### src/rtl/rtc_snapshot_reader.sv
// Bus initiator that reads the 24-bit RTC counter byte by byte and returns one coherent snapshot.
// Build option RTC_SNAP_RETRY_EN adds a re-read of the low byte to detect tearing, with a bounded retry loop.
module rtc_snapshot_reader #(
   parameter logic [23:0] BASE_ADDR   = 24'h2009,
   parameter int          MAX_RETRIES = 3
) (
   input  logic        clk,
   input  logic        clk_ce,
   input  logic        reset,
   input  logic        req_start,
   output logic        busy,
   output logic        snap_valid,
   output logic [23:0] snap_value,
   output logic        snap_torn,
   output logic        bus_request,
   input  logic        bus_ack,
   output logic [23:0] bus_address_out,
   output logic        bus_write,
   input  logic [7:0]  bus_data_in
);

   typedef enum logic [2:0] {
      S_IDLE, S_REQ, S_RD_LO, S_RD_MID, S_RD_HI, S_RD_CHK
   } state_t;

   state_t      r_state;
   state_t      w_state_nxt;
   logic        w_complete;
   logic [7:0]  r_lo;
   logic [7:0]  r_mid;
   logic        r_snap_valid;
   logic [23:0] r_snap_value;
   logic [23:0] w_snap_word;

`ifdef RTC_SNAP_RETRY_EN
   localparam logic [3:0] LP_MAX_RETRIES = 4'(MAX_RETRIES);
   logic [7:0]  r_hi;
   logic [3:0]  r_retries;
   logic        r_snap_torn;
   logic        w_retry;
   logic        w_torn;
   assign w_snap_word = {r_hi, r_mid, r_lo};
   assign snap_torn   = r_snap_torn;
`else
   logic        w_unused_cfg;
   assign w_unused_cfg = (MAX_RETRIES != 0);
   // Without the check pass the high byte is taken straight off the bus on the final read.
   assign w_snap_word  = {bus_data_in, r_mid, r_lo};
   assign snap_torn    = 1'b0;
`endif

   assign snap_valid = r_snap_valid;
   assign snap_value = r_snap_value;
   assign bus_write  = 1'b0;

   always_ff @(posedge clk) begin
      if (reset)
         r_state <= S_IDLE;
      else if (clk_ce)
         r_state <= w_state_nxt;
   end

   always_comb begin
      w_state_nxt = r_state;
      w_complete  = 1'b0;
`ifdef RTC_SNAP_RETRY_EN
      w_retry     = 1'b0;
      w_torn      = 1'b0;
`endif
      case (r_state)
         S_IDLE:   if (req_start) w_state_nxt = S_REQ;
         S_REQ:    if (bus_ack)   w_state_nxt = S_RD_LO;
         S_RD_LO:  if (bus_ack)   w_state_nxt = S_RD_MID;
         S_RD_MID: if (bus_ack)   w_state_nxt = S_RD_HI;
         S_RD_HI: begin
            if (bus_ack) begin
`ifdef RTC_SNAP_RETRY_EN
               w_state_nxt = S_RD_CHK;
`else
               w_state_nxt = S_IDLE;
               w_complete  = 1'b1;
`endif
            end
         end
`ifdef RTC_SNAP_RETRY_EN
         S_RD_CHK: begin
            if (bus_ack) begin
               if (bus_data_in == r_lo) begin
                  w_state_nxt = S_IDLE;
                  w_complete  = 1'b1;
               end else if (r_retries < LP_MAX_RETRIES) begin
                  w_state_nxt = S_RD_LO;
                  w_retry     = 1'b1;
               end else begin
                  w_state_nxt = S_IDLE;
                  w_complete  = 1'b1;
                  w_torn      = 1'b1;
               end
            end
         end
`endif
         default:  w_state_nxt = S_IDLE;
      endcase
   end

   always_comb begin
      busy            = (r_state != S_IDLE);
      bus_request     = (r_state != S_IDLE);
      bus_address_out = 24'h0;
      case (r_state)
         S_RD_LO, S_RD_CHK: bus_address_out = BASE_ADDR;
         S_RD_MID:          bus_address_out = BASE_ADDR + 24'd1;
         S_RD_HI:           bus_address_out = BASE_ADDR + 24'd2;
         default:           bus_address_out = 24'h0;
      endcase
   end

   always_ff @(posedge clk) begin
      if (reset) begin
         r_snap_valid <= 1'b0;
         r_snap_value <= 24'h0;
         r_lo         <= 8'h0;
         r_mid        <= 8'h0;
`ifdef RTC_SNAP_RETRY_EN
         r_hi         <= 8'h0;
         r_retries    <= 4'h0;
         r_snap_torn  <= 1'b0;
`endif
      end else if (clk_ce) begin
         r_snap_valid <= w_complete;
         if (w_complete)
            r_snap_value <= w_snap_word;
         if (bus_ack) begin
            case (r_state)
               S_RD_LO:  r_lo  <= bus_data_in;
               S_RD_MID: r_mid <= bus_data_in;
`ifdef RTC_SNAP_RETRY_EN
               S_RD_HI:  r_hi  <= bus_data_in;
`endif
               default:  ;
            endcase
         end
`ifdef RTC_SNAP_RETRY_EN
         r_snap_torn <= w_complete & w_torn;
         if (w_complete)
            r_retries <= 4'h0;
         else if (w_retry)
            r_retries <= r_retries + 4'd1;
`endif
      end
   end

endmodule
### config.mk
export PLATFORM = sky130hd
export DESIGN_NAME = rtc_snapshot_reader
export DESIGN_NICKNAME = d
export VERILOG_FILES = /design/src/rtl/rtc_snapshot_reader.sv
export SDC_FILE = /design/constraint.sdc
export NUM_CORES = 1
export LEC_CHECK = 0
export CORE_UTILIZATION = 35
export CTS_CLUSTER_DIAMETER = 120
export DETAILED_ROUTE_END_ITERATION = 16
export PLACE_DENSITY = 0.64
export SETUP_SLACK_MARGIN = 0.05
export SYNTH_ARGS = -nofsm -noshare
export SYNTH_HDL_FRONTEND = slang
export SYNTH_SLANG_ARGS = --single-unit
export TNS_END_PERCENT = 30
### constraint.sdc
create_clock -name clk -period 1.92 [get_ports clk]
set_input_delay 0.288 -clock clk [delete_from_list [all_inputs] [get_ports clk]]
set_output_delay 0.288 -clock clk [all_outputs]
set_load 0.05 [all_outputs]
Yosys cells after proc, flatten, opt, wreduce, memory -nomap -nowiden
Index checks and enable logic that the tools add are counted.
{"block": "classes", "eq_ne": 10, "n_mux": 9, "n_reduce_logical": 7}
{"operator": "14-bit one-hot mux with 3 select lines", "n": 1}
{"operator": "3-bit 2-to-1 mux", "n": 5}
{"operator": "3-bit one-hot mux with 5 select lines", "n": 1}
{"operator": "2-bit != test, second input constant", "n": 5}
{"operator": "3-bit by 2-bit == test with 1-bit output, second input constant", "n": 2}
{"operator": "3-bit == test, second input constant", "n": 2}
{"operator": "3-bit AND reduction", "n": 2}
{"operator": "6-bit AND reduction", "n": 1}
{"operator": "3-bit by 1-bit == test with 1-bit output, second input constant", "n": 1}
{"operator": "3-bit logical NOT", "n": 1}
{"operator": "3-bit nonzero test", "n": 1}
{"operator": "1-bit 2-to-1 mux", "n": 2}
{"operator": "2-bit AND reduction", "n": 1}
{"operator": "2-bit OR reduction", "n": 1}
{"block": "word_totals", "regBits": 44, "output_inout_bits": 53, "wordCells": 31}

Logic depth before layout (Yosys ltp)
{"block": "logic_depth", "depth_word": 3, "ltp_mapped": 6, "depth_no_buf": 6}

Worst setup path after synthesis
No wires, ideal clock.
{"block": "synth_timing", "kind": "reg2out", "startpoint": "register r_state[2]", "endpoint": "output port bus_address_out[0]", "t_arrival_ns": 1.646, "t_required_ns": 1.632, "slack_ns": -0.014, "stages_incl_launch_ff": 4, "n_path_buf": 0, "cell_sequence": "dfxtp_1 -> inv_1 -> ha_1 -> and2_1"}
{"block": "synth_via", "elab_chain_len": 3}
{"element": "start: declaration", "line": "26", "text": "state_t r_state;"}
{"element": "start signal: assignment", "line": "60", "text": "r_state <= w_state_nxt;"}
{"element": "3-bit by 2-bit == test with 1-bit output / 3-bit == test (equally long branches)", "line": "110", "text": "case (r_state)"}
{"element": "2-bit OR reduction", "line": "110"}
{"element": "14-bit one-hot mux with 3 select lines (*)", "line": "110"}
{"element": "end: declaration", "line": "17", "text": "output logic [23:0] bus_address_out,"}
Mark *: on every way between the ends. The rest lies on a longest branch, timed or not.

Final worst setup path
Ends and elaborated chain as after synthesis.

==> impl_results.html <==
<table>
<tr><th>Metric</th><th>Value</th></tr>
<tr><th colspan="2">Cells and area</th></tr>
<tr><td>Final net count</td><td>274</td></tr>
<tr><td>Combined flip-flop and latch cell area</td><td>883 sq um</td></tr>
<tr><td>Final Non-Filler Cells</td><td>330</td></tr>
<tr><td>Fraction of final layout cells sized beyond drive strength 1</td><td>10.0%</td></tr>
<tr><td>Filler Cells Inserted</td><td>509</td></tr>
<tr><td>Most used cells in the layout excluding fill and tap cells</td><td>sky130_fd_sc_hd__nand2_1, sky130_fd_sc_hd__dfxtp_1, sky130_fd_sc_hd__clkdlybuf4s50_1</td></tr>
<tr><td># diodes</td><td>0</td></tr>
<tr><td>Most common cell after layout, fill and taps aside</td><td>sky130_fd_sc_hd__nand2_1</td></tr>
<tr><td>Area taken by multi-input logic gates</td><td>820 sq um</td></tr>
<tr><td>Finished Cell Area</td><td>0.00244 sq mm</td></tr>
<tr><td>Layout-stage area growth over the synthesis result</td><td>29.5%</td></tr>
<tr><th colspan="2">Timing</th></tr>
<tr><td>Number of setup violations in the final report</td><td>0</td></tr>
<tr><td>Worst-margin pin slew</td><td>0.508 ns</td></tr>
<tr><td>Min cycle time layout</td><td>1.76 ns</td></tr>
<tr><td>Final Hold Viols</td><td>0</td></tr>
<tr><td>Total Negative Setup Slacks</td><td>0 ns</td></tr>
<tr><td>Maximum clock skew at final layout</td><td>0.00636 ns</td></tr>
<tr><td>Unrepaired setup endpoints after global routing</td><td>no</td></tr>
<tr><td>Crit share post-route</td><td>91.4%</td></tr>
<tr><td>Timing-limited maximum frequency</td><td>0.570 GHz</td></tr>
<tr><td>Final Slew Violations</td><td>0</td></tr>
<tr><td>Worst slew margin relative to its limit</td><td>66.0%</td></tr>
<tr><th colspan="2">Pwr</th></tr>
<tr><td>P_sw</td><td>0.484 mW</td></tr>
<tr><td>Clock network fraction of design power</td><td>36.9%</td></tr>
<tr><td>Switching part of the total</td><td>26.1%</td></tr>
<tr><td>Standby leakage power</td><td>0.992 nW</td></tr>
<tr><td>Internal Power</td><td>1.37 mW</td></tr>
<tr><td>Peak supply drop</td><td>0.680 mV</td></tr>
<tr><td>Fraction of power consumed by combinational cells</td><td>13.0%</td></tr>
<tr><td>Power density cells</td><td>759 mW/mm^2</td></tr>
<tr><td>Fraction of power consumed by sequential logic</td><td>50.1%</td></tr>
<tr><th colspan="2">Global routing</th></tr>
<tr><td>Maximum number of pins on one net before global-route repair</td><td>45</td></tr>
<tr><td>Initial antenna violation count</td><td>0</td></tr>
<tr><td>Global-route wire length before repair</td><td>5710 um</td></tr>
<tr><td>Vias in the first global route</td><td>1277</td></tr>
<tr><td>Overall overflow remaining after global route</td><td>0</td></tr>
<tr><td>Global Route Usage Sum</td><td>13.4%</td></tr>
<tr><th colspan="2">Placement</th></tr>
<tr><td>Half-perimeter wire length after placement</td><td>2520 um</td></tr>
<tr><td>Final GP Congestion</td><td>0.765</td></tr>
<tr><td>IO buf count</td><td>43</td></tr>
<tr><td>Total instance count after detailed placement</td><td>322</td></tr>
<tr><td>Placement Cell Area</td><td>0.00233 sq mm</td></tr>
<tr><th colspan="2">Floorplan</th></tr>
<tr><td>Core outline area</td><td>0.00514 sq mm</td></tr>
<tr><td>Die area</td><td>0.00569 sq mm</td></tr>
<tr><td>Die Wd</td><td>75.4 um</td></tr>
<tr><td>Number of rows created at floorplan</td><td>26</td></tr>
<tr><td>Initial Util</td><td>36.7%</td></tr>
<tr><td>Chip height</td><td>75.4 um</td></tr>
<tr><td>Number of top-level pins</td><td>66</td></tr>
<tr><th colspan="2">Job</th></tr>
<tr><td>Count of max-cap constraint violations</td><td>0</td></tr>
<tr><th colspan="2">CTS</th></tr>
<tr><td>TritonCTS Buffers</td><td>5</td></tr>
<tr><td>Clock-pin slew of the registers on the worst-case setup and hold paths</td><td>0.08 ns</td></tr>
<tr><td>Clock latency at the later pin of the worst-skew pair</td><td>0.29 ns</td></tr>
<tr><td>CTS Root Buffer Type</td><td>sky130_fd_sc_hd__clkbuf_8</td></tr>
<tr><td>Cts-stage hold buffer count</td><td>0</td></tr>
<tr><td>Total number of clock tree sinks</td><td>44</td></tr>
<tr><td>TritonCTS clock tree</td><td>done</td></tr>
<tr><td>Level count of the clock H-tree</td><td>2</td></tr>
<tr><td>Longest Clk Path Bufs</td><td>2</td></tr>
<tr><th colspan="2">Synth</th></tr>
<tr><td>Sequential share of the synthesized area</td><td>46.7%</td></tr>
<tr><td>Instance count of the mapped netlist</td><td>219</td></tr>
<tr><td>Flip-flop and latch count after synthesis</td><td>44</td></tr>
<tr><td>Post-Syn Area</td><td>0.00189 sq mm</td></tr>
<tr><td>Count of cell types in the netlist</td><td>28</td></tr>
<tr><td>Mean Syn Cell Area</td><td>8.61 sq um</td></tr>
<tr><td>Count of synthesis-stage warnings from yosys</td><td>0</td></tr>
<tr><th colspan="2">Worst setup path</th></tr>
<tr><td>Worst-path maximum fanout</td><td>7</td></tr>
<tr><td>Data arrival time of the critical path</td><td>1.47 ns</td></tr>
<tr><td>Data required time at the worst endpoint</td><td>1.63 ns</td></tr>
<tr><td>Category of the worst setup path launch point</td><td>flip-flop</td></tr>
<tr><td>Critical path start-end classification</td><td>reg2out</td></tr>
<tr><td>Endpoint kind of the worst setup timing path</td><td>output pin</td></tr>
<tr><th colspan="2">Drt</th></tr>
<tr><td>Vias</td><td>1429</td></tr>
<tr><td>Mean routed wirelength per cell</td><td>10.8 um</td></tr>
<tr><td>Initial DRC count</td><td>67</td></tr>
<tr><td>DR DRC count</td><td>0</td></tr>
<tr><td>1st-pass router iterations</td><td>4</td></tr>
<tr><td>Detail Route Antenna Nets</td><td>0</td></tr>
<tr><td>Wire length reported by the detailed router</td><td>3580 um</td></tr>
<tr><td>Detail-routed via count per cell</td><td>4.33</td></tr>
<tr><th colspan="2">Hold path</th></tr>
<tr><td>Worst min-delay path class</td><td>reg2reg</td></tr>
<tr><th colspan="2">Status</th></tr>
<tr><td>Result of the run</td><td>finished clean</td></tr>
</table>
-- kinds of logic after synthesis --
group	synth area share, %
AO/OA/AOI/OAI	9.62
AND/OR/NAND/NOR	19.0
multiplexers	9.02
buffers and inverters	14.1
flip-flops	46.7
adder cells (fa/ha/maj)	1.33
other	0.199
-- stage by stage --
stage                     utilization (%)  power (mW)  hold WS [ns]  worst slack, ns
after global placement               45.4        1.19         0.445           0.0792
after global routing                 47.5        1.92         0.478           0.0831
after CTS                            47.5        1.88         0.453           0.0970
after detailed placement             45.4        1.19         0.449           0.0470
final                                47.5        1.85         0.455            0.165
after floorplan                         -        1.17         0.424          0.00929
-- sequential cells by signal, summed over array words and instances (netlist names) --
register	flops
r_mid	8
r_lo	8
snap_value	24
snap_valid	1
r_state	3
-- layout make-up --
type / instances / share of cell area, %
Clock buffer: 6 / 2.97
Sequential cell: 44 / 36.2
Multi-Input combinational cell: 157 / 33.6
Clock inverter: 2 / 1.44
Inverter: 2 / 0.308
Tap cell: 70 / 3.59
Timing Repair Buffer: 49 / 21.9
-- repair_timing --
action                                  4_1_cts  5_1_grt
setup buffers                                 0        0
pin swaps                                     0        0
endpoints found under the setup margin        1        1
gates resized for setup                       1        1
-- per-layer routing --
metal / track usage (%) / vias up / routed length (um)
met3: 3.04 / 8 / 180
met5: 0 / - / 0
met1: 17.5 / 637 / 1760
li1: - / 747 / -
met2: 21.2 / 37 / 1580
met4: 6.17 / 0 / 52
-- worst paths after layout --
check,depth (start not counted),end,from,slack (ns)
worst min register to register,2,snap_value[9],r_mid[1],0.45
worst min-delay path,2,snap_value[9],r_mid[1],0.45
worst max register to register,4,r_lo[6],r_state[2],0.45
worst max-delay path,4,bus_address_out[0],r_state[2],0.16
-- critical path, stage by stage, from the launching register on --
cell                      delay (ns)
sky130_fd_sc_hd__dfxtp_2        0.42
sky130_fd_sc_hd__inv_1          0.12
sky130_fd_sc_hd__ha_1           0.30
sky130_fd_sc_hd__and2_2         0.19
sky130_fd_sc_hd__buf_12         0.15
-- synthesized netlist by cell type --
cell | n | share of area [%]
sky130_fd_sc_hd__nor2b_1 | 1 | 0.33
sky130_fd_sc_hd__a21o_1 | 1 | 0.40
sky130_fd_sc_hd__and2_1 | 1 | 0.33
sky130_fd_sc_hd__conb_1 | 1 | 0.20
sky130_fd_sc_hd__buf_1 | 1 | 0.20
sky130_fd_sc_hd__buf_6 | 3 | 1.8
sky130_fd_sc_hd__a21oi_2 | 1 | 0.46
sky130_fd_sc_hd__nand3b_1 | 1 | 0.40
sky130_fd_sc_hd__nand2_1 | 53 | 11
sky130_fd_sc_hd__buf_2 | 5 | 1.3
sky130_fd_sc_hd__or3_1 | 2 | 0.66
sky130_fd_sc_hd__or4b_1 | 1 | 0.53
sky130_fd_sc_hd__o21ai_0 | 3 | 0.80
sky130_fd_sc_hd__o21bai_1 | 1 | 0.40
sky130_fd_sc_hd__clkbuf_1 | 4 | 0.80
sky130_fd_sc_hd__ha_1 | 2 | 1.3
sky130_fd_sc_hd__inv_1 | 2 | 0.40
sky130_fd_sc_hd__buf_4 | 24 | 9.6
sky130_fd_sc_hd__nand2b_1 | 2 | 0.66
sky130_fd_sc_hd__nor2_1 | 17 | 3.4
sky130_fd_sc_hd__nand4_1 | 1 | 0.33
sky130_fd_sc_hd__dfxtp_1 | 44 | 47
sky130_fd_sc_hd__a21oi_1 | 27 | 7.2
sky130_fd_sc_hd__nor2_4 | 1 | 0.60
sky130_fd_sc_hd__nor3_2 | 1 | 0.53
sky130_fd_sc_hd__nand2b_4 | 1 | 0.73
sky130_fd_sc_hd__mux2i_1 | 17 | 9.0
sky130_fd_sc_hd__o31ai_1 | 1 | 0.40
-- power by group through the flow --
| stage | Clock, mW | Sequential, mW | Combinational [mW] |
|---|---|---|---|
| detailed placement | 0 | 0.950 | 0.242 |
| finish | 0.684 | 0.928 | 0.241 |
| global placement | 0 | 0.949 | 0.242 |
| CTS | 0.707 | 0.928 | 0.242 |
| global route | 0.732 | 0.930 | 0.257 |
| floorplan | 0 | 0.943 | 0.222 |
Note: power is estimated with default switching activity, not from simulation.
